### src/rtl/toe_axi_device_adapter.sv
// AXI4-Lite slave to simple req/gnt/rvalid device bus bridge.
// One transaction in flight; AW/W/AR are latched independently and arbitrated in IDLE.
package axi_pkg;
  localparam int AxiAddrWidth = 32;
  localparam int AxiDataWidth = 32;

  typedef struct packed {
    logic                      aw_valid;
    logic [AxiAddrWidth-1:0]   aw_addr;
    logic                      w_valid;
    logic [AxiDataWidth-1:0]   w_data;
    logic [AxiDataWidth/8-1:0] w_strb;
    logic                      b_ready;
    logic                      ar_valid;
    logic [AxiAddrWidth-1:0]   ar_addr;
    logic                      r_ready;
  } axi_h2d_t;

  typedef struct packed {
    logic                    aw_ready;
    logic                    w_ready;
    logic                    b_valid;
    logic [1:0]              b_resp;
    logic                    ar_ready;
    logic                    r_valid;
    logic [AxiDataWidth-1:0] r_data;
    logic [1:0]              r_resp;
  } axi_d2h_t;
endpackage

module toe_axi_device_adapter #(
  parameter int DataWidth     = 32,
  parameter int AddressWidth  = 32,
  parameter int TimeoutCycles = 255
) (
  input  logic                      clk_i,
  input  logic                      rst_i,
  input  axi_pkg::axi_h2d_t         axi_i,
  output axi_pkg::axi_d2h_t         axi_o,
  output logic                      req_o,
  input  logic                      gnt_i,
  output logic                      we_o,
  output logic [DataWidth/8-1:0]    be_o,
  output logic [AddressWidth-1:0]   addr_o,
  output logic [DataWidth-1:0]      wdata_o,
  input  logic                      rvalid_i,
  input  logic [DataWidth-1:0]      rdata_i,
  input  logic                      err_i
);
  localparam int StrbWidth  = DataWidth / 8;
  localparam int TimerWidth = $clog2(TimeoutCycles + 1);
  localparam int AxiDw      = axi_pkg::AxiDataWidth;
  localparam logic [AddressWidth-1:0] AddrMask = ~(AddressWidth'(3));

  typedef enum logic [2:0] {IDLE, REQ, WAIT, BRESP, RRESP} state_t;

  state_t                  state_reg, state_next;
  logic                    aw_held_reg, aw_held_next, w_held_reg, w_held_next;
  logic                    ar_held_reg, ar_held_next, last_read_reg, last_read_next;
  logic                    is_read_reg, is_read_next;
  logic [AddressWidth-1:0] aw_addr_reg, aw_addr_next, ar_addr_reg, ar_addr_next;
  logic [DataWidth-1:0]    w_data_reg, w_data_next;
  logic [StrbWidth-1:0]    w_strb_reg, w_strb_next;
  logic [TimerWidth-1:0]   timer_reg, timer_next;
  logic                    aw_ready_reg, aw_ready_next, w_ready_reg, w_ready_next;
  logic                    ar_ready_reg, ar_ready_next;
  logic                    b_valid_reg, b_valid_next, r_valid_reg, r_valid_next;
  logic [1:0]              b_resp_reg, b_resp_next, r_resp_reg, r_resp_next;
  logic [DataWidth-1:0]    r_data_reg, r_data_next;
  logic                    req_reg, req_next, we_reg, we_next;
  logic [StrbWidth-1:0]    be_reg, be_next;
  logic [AddressWidth-1:0] addr_reg, addr_next;
  logic [DataWidth-1:0]    wdata_reg, wdata_next;
  logic                    wr_pending, rd_pending, timed_out;

  assign timed_out = (32'(timer_reg) + 32'd1) == 32'(TimeoutCycles);

  always_comb begin
    state_next     = state_reg;
    aw_held_next   = aw_held_reg;
    w_held_next    = w_held_reg;
    ar_held_next   = ar_held_reg;
    last_read_next = last_read_reg;
    is_read_next   = is_read_reg;
    aw_addr_next   = aw_addr_reg;
    ar_addr_next   = ar_addr_reg;
    w_data_next    = w_data_reg;
    w_strb_next    = w_strb_reg;
    timer_next     = timer_reg;
    b_valid_next   = b_valid_reg;
    b_resp_next    = b_resp_reg;
    r_valid_next   = r_valid_reg;
    r_resp_next    = r_resp_reg;
    r_data_next    = r_data_reg;
    req_next       = req_reg;
    we_next        = we_reg;
    be_next        = be_reg;
    addr_next      = addr_reg;
    wdata_next     = wdata_reg;
    wr_pending     = 1'b0;
    rd_pending     = 1'b0;
    unique case (state_reg)
      IDLE: begin
        if (axi_i.aw_valid && aw_ready_reg) begin
          aw_held_next = 1'b1;
          aw_addr_next = AddressWidth'(axi_i.aw_addr);
        end
        if (axi_i.w_valid && w_ready_reg) begin
          w_held_next = 1'b1;
          w_data_next = DataWidth'(axi_i.w_data);
          w_strb_next = StrbWidth'(axi_i.w_strb);
        end
        if (axi_i.ar_valid && ar_ready_reg) begin
          ar_held_next = 1'b1;
          ar_addr_next = AddressWidth'(axi_i.ar_addr);
        end
        wr_pending = aw_held_next && w_held_next;
        rd_pending = ar_held_next;
        // The last-served flag only moves on contention, so back-to-back collisions alternate.
        if (rd_pending && (!wr_pending || !last_read_reg)) begin
          state_next   = REQ;
          is_read_next = 1'b1;
          req_next     = 1'b1;
          we_next      = 1'b0;
          be_next      = '1;
          addr_next    = ar_addr_next & AddrMask;
          wdata_next   = '0;
          if (wr_pending) last_read_next = 1'b1;
        end else if (wr_pending) begin
          state_next   = REQ;
          is_read_next = 1'b0;
          req_next     = 1'b1;
          we_next      = 1'b1;
          be_next      = w_strb_next;
          addr_next    = aw_addr_next & AddrMask;
          wdata_next   = w_data_next;
          if (rd_pending) last_read_next = 1'b0;
        end
      end
      REQ: begin
        if (gnt_i) begin
          state_next = WAIT;
          req_next   = 1'b0;
          timer_next = '0;
        end
      end
      WAIT: begin
        timer_next = timer_reg + TimerWidth'(1);
        if (rvalid_i || timed_out) begin
          if (is_read_reg) begin
            state_next   = RRESP;
            r_valid_next = 1'b1;
            r_resp_next  = (rvalid_i && !err_i) ? 2'b00 : 2'b10;
            r_data_next  = rvalid_i ? rdata_i : '0;
          end else begin
            state_next   = BRESP;
            b_valid_next = 1'b1;
            b_resp_next  = (rvalid_i && !err_i) ? 2'b00 : 2'b10;
          end
        end
      end
      BRESP: begin
        if (axi_i.b_ready) begin
          state_next   = IDLE;
          b_valid_next = 1'b0;
          aw_held_next = 1'b0;
          w_held_next  = 1'b0;
        end
      end
      RRESP: begin
        if (axi_i.r_ready) begin
          state_next   = IDLE;
          r_valid_next = 1'b0;
          ar_held_next = 1'b0;
        end
      end
      default: state_next = IDLE;
    endcase
    aw_ready_next = (state_next == IDLE) && !aw_held_next;
    w_ready_next  = (state_next == IDLE) && !w_held_next;
    ar_ready_next = (state_next == IDLE) && !aw_held_next && !w_held_next && !ar_held_next;
  end

  always_ff @(posedge clk_i) begin
    if (rst_i) begin
      state_reg     <= IDLE;
      aw_held_reg   <= 1'b0;
      w_held_reg    <= 1'b0;
      ar_held_reg   <= 1'b0;
      last_read_reg <= 1'b0;
      is_read_reg   <= 1'b0;
      aw_addr_reg   <= '0;
      ar_addr_reg   <= '0;
      w_data_reg    <= '0;
      w_strb_reg    <= '0;
      timer_reg     <= '0;
      aw_ready_reg  <= 1'b0;
      w_ready_reg   <= 1'b0;
      ar_ready_reg  <= 1'b0;
      b_valid_reg   <= 1'b0;
      b_resp_reg    <= 2'b00;
      r_valid_reg   <= 1'b0;
      r_resp_reg    <= 2'b00;
      r_data_reg    <= '0;
      req_reg       <= 1'b0;
      we_reg        <= 1'b0;
      be_reg        <= '0;
      addr_reg      <= '0;
      wdata_reg     <= '0;
    end else begin
      state_reg     <= state_next;
      aw_held_reg   <= aw_held_next;
      w_held_reg    <= w_held_next;
      ar_held_reg   <= ar_held_next;
      last_read_reg <= last_read_next;
      is_read_reg   <= is_read_next;
      aw_addr_reg   <= aw_addr_next;
      ar_addr_reg   <= ar_addr_next;
      w_data_reg    <= w_data_next;
      w_strb_reg    <= w_strb_next;
      timer_reg     <= timer_next;
      aw_ready_reg  <= aw_ready_next;
      w_ready_reg   <= w_ready_next;
      ar_ready_reg  <= ar_ready_next;
      b_valid_reg   <= b_valid_next;
      b_resp_reg    <= b_resp_next;
      r_valid_reg   <= r_valid_next;
      r_resp_reg    <= r_resp_next;
      r_data_reg    <= r_data_next;
      req_reg       <= req_next;
      we_reg        <= we_next;
      be_reg        <= be_next;
      addr_reg      <= addr_next;
      wdata_reg     <= wdata_next;
    end
  end

  always_comb begin
    axi_o          = '0;
    axi_o.aw_ready = aw_ready_reg;
    axi_o.w_ready  = w_ready_reg;
    axi_o.b_valid  = b_valid_reg;
    axi_o.b_resp   = b_resp_reg;
    axi_o.ar_ready = ar_ready_reg;
    axi_o.r_valid  = r_valid_reg;
    axi_o.r_data   = AxiDw'(r_data_reg);
    axi_o.r_resp   = r_resp_reg;
  end

  assign req_o   = req_reg;
  assign we_o    = we_reg;
  assign be_o    = be_reg;
  assign addr_o  = addr_reg;
  assign wdata_o = wdata_reg;
endmodule

### config.mk
export PLATFORM = sky130hd
export DESIGN_NAME = toe_axi_device_adapter
export DESIGN_NICKNAME = d
export VERILOG_FILES = /design/src/rtl/toe_axi_device_adapter.sv
export SDC_FILE = /design/constraint.sdc
export NUM_CORES = 1
export LEC_CHECK = 0
export ABC_AREA = 1
export BUFFER_PORTS_ARGS = -buffer_cell sky130_fd_sc_hd__buf_2
export CAP_MARGIN = 20
export CORE_MARGIN = 3
export CORE_UTILIZATION = 47
export CTS_CLUSTER_DIAMETER = 50
export DETAILED_ROUTE_END_ITERATION = 10
export MAX_ROUTING_LAYER = met4
export PLACE_DENSITY = 0.79
export RECOVER_POWER = 50
export SETUP_SLACK_MARGIN = 0.15
export SYNTH_ARGS = -nofsm -noshare
export SYNTH_HDL_FRONTEND = slang
export SYNTH_SLANG_ARGS = --single-unit
### constraint.sdc
create_clock -name clk_i -period 1.8 [get_ports clk_i]
set_clock_uncertainty 0.05 [all_clocks]
set_input_delay 0.36 -clock clk_i [delete_from_list [all_inputs] [get_ports clk_i]]
set_output_delay 0.36 -clock clk_i [all_outputs]
set_load 0.005 [all_outputs]
# Yosys cells after proc, flatten, opt, wreduce, memory -nomap -nowiden
# Index checks and enable logic that the tools add are counted.
[op_classes]
n_reduce_logical = 36
addsub = 2
n_bitwise = 1
eq_ne = 12
muxes = 52
[ops]
columns = ["cell", "count"]
rows = [
  ["$mux W32", 8],
  ["$mux W1", 24],
  ["$mux W3", 7],
  ["$pmux W8 S2", 1],
  ["$pmux W3 S5", 1],
  ["$mux W4", 3],
  ["$ne A2 B2 Y1 const B", 6],
  ["$pmux W1 S2", 6],
  ["$reduce_and A3 Y1", 4],
  ["$reduce_bool A2 Y1", 6],
  ["$logic_and A1 B1 Y1", 10],
  ["$add A8 B1 Y9 const B", 1],
  ["$eq A9 B8 Y1 const B", 1],
  ["$add A8 B1 Y8 const B", 1],
  ["$mux W8", 1],
  ["$reduce_and A2 Y1", 4],
  ["$reduce_and A4 Y1", 2],
  ["$eq A3 B2 Y1 const B", 2],
  ["$logic_not A1 Y1", 6],
  ["$logic_not A3 Y1", 2],
  ["$eq A3 B1 Y1 const B", 1],
  ["$eq A3 B3 Y1 const B", 1],
  ["$ne A3 B3 Y1 const B", 1],
  ["$logic_or A1 B1 Y1", 2],
  ["2 further kinds", 2],
]
[word_totals]
inputBits = 142
out_inout_bits = 111
elab_cells = 129
ff_bits = 227

# Longest topological paths before layout
# Gate-level depths: netlist of the first run.
[logic_depth]
depth_word = 13
depth_mapped = 13
depth_no_buf = 13

# Worst setup path after synthesis of the first run
# Ideal clock, no wire load.
[synth_timing]
kind = "register -> register"
from = "register timer_reg[1]"
to = "register r_data_reg[10]"
required_time_ns = 1.618
stages_incl_launch_ff = 11
t_arrival_ns = 1.542
setup_slack_ns = 0.076
setup_ns = 0.132
period_less_slack_ns = 1.724
path_buffers = 1
cell_sequence = "dfxtp_1 -> ha_1 -> nand3_1 -> nor2_1 -> xor2_1 -> nand3_1 -> nand2_1 -> nand2_2 -> buf_2 -> nand2_1 -> a21oi_1"
[synth_between]
elab_chain_cells = 4
[synth_lines]
columns = ["item", "line", "source"]
rows = [
  ["start, declared", "64", "logic [TimerWidth-1:0] timer_reg, timer_next;"],
  ["start signal, assigned", "221", "timer_reg <= timer_next;"],
  ["$add A8 B1 Y9", "76", "assign timed_out = (32'(timer_reg) + 32'd1) == 32'(TimeoutCycles);"],
  ["$eq A9 B8 Y1", "76", ""],
  ["$logic_or A1 B1 Y1", "149", "if (rvalid_i || timed_out) begin"],
  ["$reduce_and A3 Y1 (no line)", "--", ""],
  ["end signal, assigned", "229", "r_data_reg <= r_data_next;"],
  ["end, declared", "69", "logic [DataWidth-1:0] r_data_reg, r_data_next;"],
]
# No other way between the ends.
# A chain may end at the register's enable or synchronous reset.

# Worst setup path in the final report of the first run
[layout_timing]
from = "register timer_reg[0]"
to = "register r_data_reg[17]"
# The elaborated chain is that of the path after synthesis.

==> impl_metrics.tcl, run 1 <==
set metrics [dict create \
    synthMostInstantiatedCell "dfxtp_1" \
    arrival_ns 2.18 \
    syn2layout_area_growth_pct 38.17 \
    cts.sinks 219 \
    nets 1603 \
    crit_top_cell "nand3_2" \
    power.share.sequential_pct 31.3 \
    cp.buffers_inverters 1 \
    period_needed_ns 1.858 \
    path_max_fanout 8 \
    core_um2 19080 \
    root_buffer "clkbuf_16" \
    crit_path_end_kind "register" \
    tightest_slew_ns 0.5958 \
    switchingPower_w 0.007847 \
    netlist_top_cells_area "dfxtp_1 (47%), a21oi_1 (9.8%), nand2_1 (8.0%)" \
    pwr-share-clk_pct 25.1 \
    yosysWarnings 0 \
    synth.distinct_cells 35 \
    p_int_w 0.01279 \
    place_congestion 0.8348 \
    setup_slack_ns -0.05837 \
    cts_tree "yes" \
    port-buffer-count 244 \
    insertion_delay_ns 0.53 \
    p_per_area_nw_per_um2 1602 \
    path_clk_slew_ns 0.06 \
    grt_max_degree 119 \
    fin_crit_sh_pct 103.2 \
    grt_pass1_wl_um 44930 \
    peakVddDrop_uv 1226 \
    row_count 50 \
    path_class "reg2reg" \
    cap_violations 0 \
    rsz0062_at_grt "true" \
    switching_share_pct 38.02 \
    io_pins 253 \
    ys_top_cells_by_count "dfxtp_1 (219), nand2_1 (198), a21oi_1 (183), o21ai_0 (112), nor2_1 (92)" \
    synthesis.area_um2 9323 \
    drt_iter0_drc 503 \
    synth_top_area_share_pct 47.03 \
    dpl_cell_area_um2 10930 \
    synth_ff_type "dfxtp_1" \
    netlist_instances 1188 \
    start_util_pct 48.86 \
    hold_viol_final 0 \
    status "complete, but fails checks" \
    yosysSeqAreaShare_pct 47.03 \
    wire_per_inst_um 17.46 \
    nFillCells 1527 \
    worstPathCellList "ha_4 > nand3_2 > nor2_2 > xor2_1 > nand3_2 > nand2_4 > nand2_8 > buf_6 > nand2_1 > a21oi_1" \
    ys_ff_latch 219 \
    crit_slowest_cell "dfxtp_4" \
    h-tree-depth 1 \
    slew_violations 0 \
    cts_buffer_depth 3 \
    drt_pass1_iterations 5 \
    async_flop_share_pct 0 \
    p_leak_nw 5.601 \
    yosys.area.top_type "dfxtp_1" \
    finish.instance_area_um2 12880 \
    antenna_found_initial 2 \
    required_ns 2.12 \
    first_global_vias 9003 \
    slowest_delay_ns 0.37 \
    timing.hold.ws_ns 0.05752 \
    violations "negative setup slack" \
    fmax_mhz 538.1 \
    crit_family "simple AND/OR/NAND/NOR gates" \
    routed_wl_um 30380 \
    drc 0 \
    dieArea_um2 21560 \
    combPwrFrac_pct 43.6 \
    synth_area_per_cell_um2 7.847 \
    cts_buffers 27 \
    vias_per_cell 5.467 \
    postRouteAntennaNets 0 \
    grt-ovfl-total 0 \
    synth-edff-count 0 \
    die_h_um 146.8 \
    grt_usage_pct 25.41 \
    hold_path_class "in2reg" \
    start_kind "register" \
    finalSetupViolCount 35 \
    hpwlAfterDp_um 16930 \
    vias 9512 \
    die_x_um 146.8 \
    slew_headroom_pct 60.28 \
    drive_gt1_share_pct 29.36 \
]
[cells by family (layout without fill, tap and decap cells)]
family	after synthesis	after routing	synth area share (%)
adder cells (fa/ha/maj)	2	2	0.2684
multiplexers	70	70	7.516
AND/OR/NAND/NOR	406	407	18.84
AO/OA/AOI/OAI	336	336	18.98
buffers and inverters	153	439	7.234
other	1	6	0.04022
XOR/XNOR	1	1	0.09396
flip-flops	219	219	47.03
[worst paths after layout]
check / end / depth (start not counted) / slack, ns / startpoint
max: r_data_reg[17] / 10 / -0.06 / timer_reg[0]
min: r_data_reg[5] / 3 / 0.06 / rdata_i[5]
max reg2reg: r_data_reg[17] / 10 / -0.06 / timer_reg[0]
min reg2reg: r_data_reg[3] / 2 / 0.41 / r_data_reg[3]
[layer usage]
metal	global-route usage [%]	up-vias	wire [um]
met5	-	-	0
met4	6.679	0	771
met3	4.719	60	2476
met2	42.66	421	14820
met1	31.66	4471	12310
li1	-	4560	-
[what timing repair did]
item                                    in CTS  in global routing
pin swaps                                   17                 26
resized for setup                           51                 92
hold buffers                                 1                  0
hold endpoints to repair                     1                  0
buffers inserted                            18                  8
endpoints found under the setup margin     110                203
gates cloned                                 7                 14
[worst reg2reg max path: stages, from the launching register on]
cell and delay, ns:
dfxtp_4 0.37, ha_4 0.15, nand3_2 0.09, nor2_2 0.10, xor2_1 0.24, nand3_2 0.17, nand2_4 0.15, nand2_8 0.10
buf_6 0.17, nand2_1 0.07, a21oi_1 0.07
[layout by cell type (no fill, tap or decap), drive strengths merged]
master / count
buf: 260
dfxtp: 219
nand2: 204
a21oi: 183
o21ai: 118
clkbuf: 110
nor2: 97
mux2i: 70
nand3: 61
inv: 60
a211oi: 21
nor3: 17
or2: 14
a31oi: 13
and2: 13
conb: 4
clkinv: 4
clkinvlp: 3
diode: 2
ha: 2
o21bai: 1
xor2: 1
nor4: 1
bufinv: 1
dlygate4sd3: 1
[final cells by class]
cell class | instances | area, um^2 | area share, %
flip-flops and latches | 219 | 4403 | 34.18
well taps | 260 | 325.3 | 2.525
clock buffers | 36 | 739.5 | 5.741
inverters | 56 | 220.2 | 1.710
clock inverters | 12 | 113.9 | 0.8839
multi-input cells | 820 | 4657 | 36.15
diodes | 2 | 5.005 | 0.03885
repair buffers | 335 | 2417 | 18.77
[power by group through the flow]
stage | combinational, W | clock [W] | sequential (W)
finish | 0.00901 | 0.00518 | 0.00645
global route | 0.00972 | 0.00544 | 0.00655
CTS | 0.00788 | 0.00524 | 0.00643
detailed placement | 0.00635 | 0 | 0.00650
global placement | 0.00618 | 0 | 0.00645
floorplan | 0.00440 | 0 | 0.00645
[metrics by stage]
stage	instances	worst slack (ns)	util [%]	total power [W]	setup TNS (ns)
4_1_cts	1716	0.05044	64.62	0.01956	0
6_report	1740	-0.05837	67.51	0.02064	-1.092
3_5_place_dp	1642	-0.09482	57.30	0.01285	-2.650
3_3_place_gp	1642	-0.08047	57.30	0.01263	-1.648
5_1_grt	1740	-0.1251	67.51	0.02171	-3.851
2_1_floorplan	1191	0.1699	-	0.01085	0
No activity file was read; power rests on OpenSTA's default activity.
==> run 2: changes to the inputs <==
--- a/config.mk
+++ b/config.mk
@@ -6,14 +6,14 @@
 export NUM_CORES = 1
 export LEC_CHECK = 0
 export ABC_AREA = 1
-export BUFFER_PORTS_ARGS = -buffer_cell sky130_fd_sc_hd__buf_2
 export CAP_MARGIN = 20
 export CORE_MARGIN = 3
-export CORE_UTILIZATION = 47
+export CORE_UTILIZATION = 57
 export CTS_CLUSTER_DIAMETER = 50
 export DETAILED_ROUTE_END_ITERATION = 10
+export DONT_BUFFER_PORTS = 1
 export MAX_ROUTING_LAYER = met4
-export PLACE_DENSITY = 0.79
+export PLACE_DENSITY = 0.78
 export RECOVER_POWER = 50
 export SETUP_SLACK_MARGIN = 0.15
 export SYNTH_ARGS = -nofsm -noshare
==> run 2 against run 1 <==
Net effect: the flow finishes with violations (negative hold slack, negative setup slack); routed wire length is 12% lower; register-to-register slack better by 0.02 ns; count of clock-buffer cells in the layout is 2 lower; via count is 13% lower; clock power is 4.4% lower; power is 7.4% lower; hold slack worse by 0.19 ns; first-iteration DRC count is 29% higher; highest routed layer unchanged.
==> impl_metrics.tcl, run 2 (synthesis gave the netlist of run 1 again) <==
set metrics [dict create \
    slowest_delay_ns 0.37 \
    die_h_um 133.9 \
    die_x_um 133.9 \
    routed_wl_um 26810 \
    path_max_fanout 4 \
    power.share.sequential_pct 34.4 \
    layout_common_cells "dfxtp_1 (210), nand2_1 (185), a21oi_1 (173)" \
    crit_top_cell "nand2_4" \
    h-tree-depth 1 \
    drt_pass1_iterations 5 \
    setup_slack_ns -0.04199 \
    violations "negative hold slack, negative setup slack" \
    grt_max_degree 120 \
    antenna_found_initial 0 \
    tightest_slew_ns 0.6900 \
    crit_slowest_cell "dfxtp_4" \
    hold_viol_final 118 \
    grt_usage_pct 26.90 \
    worstPathCellList "ha_4 > nand2_2 > inv_2 > nor2_2 > nand3_1 > nor2_1 > nand3_2 > nand2_4 > buf_6 > nand2_4 > nand2_4 > nor2_4 > nand3_2 > nor2_1" \
    combPwrFrac_pct 39.7 \
    dieArea_um2 17930 \
    holdBufCountCts 8 \
    wire_per_inst_um 18.72 \
    fin_cells 1432 \
    vias 8258 \
    period_needed_ns 1.842 \
    p_per_area_nw_per_um2 1680 \
    drc 0 \
    grt-ovfl-total 0 \
    p_leak_nw 4.636 \
    finalSetupViolCount 39 \
    cts_buffers 24 \
    syn2layout_area_growth_pct 22.04 \
    holdPathStages 1 \
    start_kind "register" \
    cap_violations 0 \
    peakVddDrop_uv 1052 \
    p_total_w 0.01912 \
    crit_path_end_kind "register" \
    cp.buffers_inverters 2 \
    port-buffer-count 0 \
    fmax_mhz 542.9 \
    reg2regPathDepth 14 \
    core_um2 15940 \
    status "complete, but fails checks" \
    hold_path_class "in2reg" \
    required_ns 2.14 \
    hpwlAfterDp_um 15190 \
    vias_per_cell 5.767 \
    reg2reg_slack_ns -0.04 \
    root_buffer "clkbuf_16" \
    postRouteAntennaNets 0 \
    r2r_end "w_ready_reg" \
    antenna_cells 0 \
    p_int_w 0.01204 \
    nFillCells 1164 \
    insertion_delay_ns 0.50 \
    cts_buffer_depth 3 \
    timing.hold.ws_ns -0.1296 \
    fin_crit_sh_pct 102.3 \
    crit_family "simple AND/OR/NAND/NOR gates" \
    crit-reg2reg-launch "timer_reg[1]" \
    drive_gt1_share_pct 18.50 \
    fin_util_pct 71.36 \
    first_global_vias 7582 \
    slew_headroom_pct 54.00 \
    pwr-share-clk_pct 25.9 \
    path_clk_slew_ns 0.06 \
    path_class "reg2reg" \
    io_pins 253 \
    hold_path_end "wdata_o[6]" \
    drt_iter0_drc 649 \
    switching_share_pct 37.01 \
    arrival_ns 2.18 \
    grt_pass1_wl_um 38870 \
    nets 1344 \
    min-delay-start "rst_i" \
    slew_violations 0 \
    rsz0062_at_grt "true" \
    cts_tree "yes" \
    cts.sinks 219 \
    final_common_cell "dfxtp_1" \
    placedCellCount 1344 \
    start_util_pct 58.48 \
    switchingPower_w 0.007074 \
    row_count 46 \
    place_congestion 0.8880 \
]
-- run 2: cell types whose count changed in the layout (fill, tap and decap cells not counted), sizes merged --
cell         previous run  this run
clkinvlp                3         0
inv                    60        56
dlygate4sd3             1         8
diode                   2         0
bufinv                  1         2
buf                   260        60
clkbuf                110        45
clkinv                  4         6
-- run 2: how the worst max path moves through the flow --
stage                      start             to  slack (ns)  depth (start not counted)
floorplan              axi_i[33]     addr_o[14]        0.17                          9
global placement    state_reg[1]     addr_o[22]       0.004                         10
detailed placement  state_reg[1]     addr_o[29]       -0.11                         10
CTS                 timer_reg[1]   ar_ready_reg        0.07                         14
global route        timer_reg[1]  r_data_reg[1]       -0.12                         12
finish              timer_reg[1]    w_ready_reg       -0.04                         14
-- run 2: layer usage --
metal  GRT usage (%)  vias up  share of wire [%]  routed length [um]
met2           44.27      330                 49               13200
met1           33.06     3884                 40               10810
met4           5.657        0                1.8                 473
li1                -     4009                  -                   -
met5               -        -                  0                   0
met3           7.989       35                8.7                2328
-- run 2: metrics by stage --
stage	TNS [ns]	area [um^2]	worst slack (ns)
after floorplan	0	9361	0.1699
after global placement	0	9543	0.004281
after detailed placement	-0.7007	9543	-0.1148
after CTS	0	10880	0.06912
after global routing	-3.865	11380	-0.1154
final	-0.6849	11380	-0.04199
-- run 2: final cells by class --
class / count / area (um^2) / share of cell area (%)
repair buffers: 79 / 1046 / 9.194
clock buffers: 34 / 709.4 / 6.236
flip-flops and latches: 219 / 4408 / 38.74
well taps: 216 / 270.3 / 2.375
clock inverters: 8 / 93.84 / 0.8248
multi-input cells: 820 / 4627 / 40.67
inverters: 56 / 222.7 / 1.958
-- run 2: repair_timing --
item,CTS,global route
gates resized for setup,57,68
buffers inserted,23,2
setup endpoints to repair,165,172
cloned,3,10
hold endpoints to repair,125,118
pin swaps,34,13
-- run 2: worst register-to-register path, stage by stage (launching register included) --
cell and delay [ns]:
dfxtp_4 0.37, ha_4 0.17, nand2_2 0.05, inv_2 0.05
nor2_2 0.14, nand3_1 0.08, nor2_1 0.14, nand3_2 0.14
nand2_4 0.13, buf_6 0.12, nand2_4 0.06, nand2_4 0.08
nor2_4 0.04, nand3_2 0.08, nor2_1 0.04
-- run 2: power by group through the flow --
stage | sequential (W) | combinational, W | clock [W]
3_3_place_gp | 0.00659 | 0.00543 | 0
6_report | 0.00657 | 0.00759 | 0.00495
5_1_grt | 0.00667 | 0.00823 | 0.00520
2_1_floorplan | 0.00645 | 0.00440 | 0
3_5_place_dp | 0.00663 | 0.00560 | 0
4_1_cts | 0.00655 | 0.00635 | 0.00501
==> run 3: changes to the inputs <==
--- a/config.mk
+++ b/config.mk
@@ -9,6 +9,7 @@
 export CAP_MARGIN = 20
 export CORE_MARGIN = 3
 export CORE_UTILIZATION = 57
+export CTS_BUF_LIST = sky130_fd_sc_hd__clkbuf_4 sky130_fd_sc_hd__clkbuf_8 sky130_fd_sc_hd__clkbuf_16
 export CTS_CLUSTER_DIAMETER = 50
 export DETAILED_ROUTE_END_ITERATION = 10
 export DONT_BUFFER_PORTS = 1
==> run 3 against run 2 <==
Net effect: the run still ends with negative hold slack, negative setup slack left; largest cell class unchanged; critical endpoint is now aw_ready_reg; register-to-register slack lost 0.12 ns; global-route usage grew 0.15 points; combinational power grew 6.7%; power grew 3.0%; routed wire length grew 3.7%; highest routed layer unchanged; clock power grew 1%; critical path depth shrank 2; final cell count grew 0.63%; sequential power is essentially flat; utilization grew 1.7 points; sequential share of layout area shrank 0.88 points.
==> impl_metrics.tcl, run 3 (synthesis gave the netlist of run 1 again) <==
set metrics [dict create \
    grt_usage_pct 27.05 \
    grt_pass1_wl_um 39060 \
    nFillCells 1123 \
    peakVddDrop_uv 1162 \
    grt-ovfl-total 0 \
    required_ns 2.14 \
    path_class "reg2reg" \
    first_global_vias 7601 \
    path_max_fanout 3 \
    root_buffer "clkbuf_16" \
    path_clk_slew_ns 0.06 \
    fin_cells 1441 \
    die_h_um 133.9 \
    holdBufCountCts 8 \
    hold_viol_final 109 \
    hpwlAfterDp_um 15190 \
    setup_slack_ns -0.1629 \
    pre_cts_slack_ns -0.1148 \
    io_pins 253 \
    core_um2 15940 \
    hold_path_class "in2reg" \
    crit_family "simple AND/OR/NAND/NOR gates" \
    start_util_pct 58.48 \
    insertion_delay_ns 0.50 \
    drt_iter0_drc 635 \
    start_kind "register" \
    placedCellCount 1344 \
    fmax_mhz 509.4 \
    slowest_delay_ns 0.39 \
    p_per_area_nw_per_um2 1692 \
    wire_per_inst_um 19.28 \
    port-buffer-count 0 \
    layout_common_cells "dfxtp_1 (210), nand2_1 (164), a21oi_1 (164)" \
    final_common_cell "dfxtp_1" \
    status "complete, but fails checks" \
    seqCellArea_um2 4408 \
    cp.buffers_inverters 1 \
    nets 1353 \
    period_needed_ns 1.963 \
    row_count 46 \
    vias_per_cell 5.833 \
    slew_violations 0 \
    rsz0062_at_grt "true" \
    crit_path_end_kind "register" \
    drc 0 \
    fin_crit_sh_pct 109.1 \
    cts_buffers 24 \
    drive_gt1_share_pct 21.55 \
    dieArea_um2 17930 \
    grt_max_degree 120 \
    postRouteAntennaNets 0 \
    cap_violations 0 \
    timing.hold.ws_ns -0.1265 \
    antenna_found_initial 0 \
    arrival_ns 2.30 \
    cts_buffer_depth 3 \
    p_leak_nw 4.753 \
    crit_top_cell "nand2_4" \
    worstPathCellList "ha_4 > nand3_2 > nor2_2 > xor2_1 > nand3_2 > nand2_4 > buf_6 > nand2_4 > nand2_4 > nor2_4 > nand3_1 > nor2_1" \
    place_congestion 0.8880 \
    violations "negative hold slack, negative setup slack" \
    routed_wl_um 27790 \
    fin_setup_tns_ns -4.550 \
    die_x_um 133.9 \
    h-tree-depth 1 \
    finalSetupViolCount 41 \
    multi_input_area_um2 4748 \
    antenna_cells 0 \
    crit_slowest_cell "dfxtp_4" \
    cts_tree "yes" \
    cts.sinks 219 \
    syn2layout_area_growth_pct 24.88 \
    drt_pass1_iterations 6 \
    vias 8405 \
]
-- run 3: layer usage --
| layer | track usage [%] | wire length [um] | vias up |
|---|---|---|---|
| li1 | - | - | 4042 |
| met1 | 33.29 | 11250 | 3976 |
| met2 | 44.47 | 13810 | 349 |
| met3 | 8.027 | 2280 | 38 |
| met4 | 5.657 | 447 | 0 |
| met5 | - | 0 | - |
-- run 3: stage by stage --
step / power [W] / utilization (%) / instance area (um^2) / hold WS (ns)
2_1_floorplan: 0.01085 / - / 9361 / 0.3857
3_3_place_gp: 0.01203 / 59.86 / 9543 / 0.3886
3_5_place_dp: 0.01224 / 59.86 / 9543 / 0.3914
4_1_cts: 0.01797 / 68.32 / 10890 / -0.1433
5_1_grt: 0.02071 / 73.03 / 11640 / -0.1467
6_report: 0.01970 / 73.03 / 11640 / -0.1265
-- run 3: worst paths after layout --
kind / start / to / slack, ns / depth (start not counted)
setup reg to reg: timer_reg[0] / aw_ready_reg / -0.16 / 12
hold / removal: rst_i / wdata_o[5] / -0.13 / 1
setup / recovery: timer_reg[0] / aw_ready_reg / -0.16 / 12
hold reg to reg: ar_addr_reg[18] / ar_addr_reg[18] / 0.41 / 2
-- run 3: layout make-up --
class,count,share of cell area [%]
clock inverters,8,0.8060
flip-flops and latches,219,37.86
repair buffers,88,10.07
multi-input cells,820,40.78
clock buffers,34,6.222
well taps,216,2.321
inverters,56,1.934
-- run 3: report_power, final --
group / leakage, nW / internal [W] / total [W] / switching [W]
sequential: 1.79 / 0.00593 / 0.00660 / 0.000673
combinational: 2.55 / 0.00337 / 0.00810 / 0.00472
clock: 0.414 / 0.00308 / 0.00500 / 0.00192
-- run 3: repair_timing --
| item | CTS | global route |
|---|---|---|
| pin swaps | 34 | 20 |
| endpoints found under the setup margin | 165 | 172 |
| cloned | 3 | 13 |
| gates resized for setup | 57 | 111 |
| hold endpoints to repair | 125 | 118 |
| setup buffers | 23 | 8 |
-- run 3: worst register-to-register path: stages, from the launching register on --
cell and delay, ns:
dfxtp_4 0.39, ha_4 0.16, nand3_2 0.10, nor2_2 0.13
xor2_1 0.26, nand3_2 0.19, nand2_4 0.14, buf_6 0.12
nand2_4 0.06, nand2_4 0.07, nor2_4 0.04, nand3_1 0.10
nor2_1 0.05
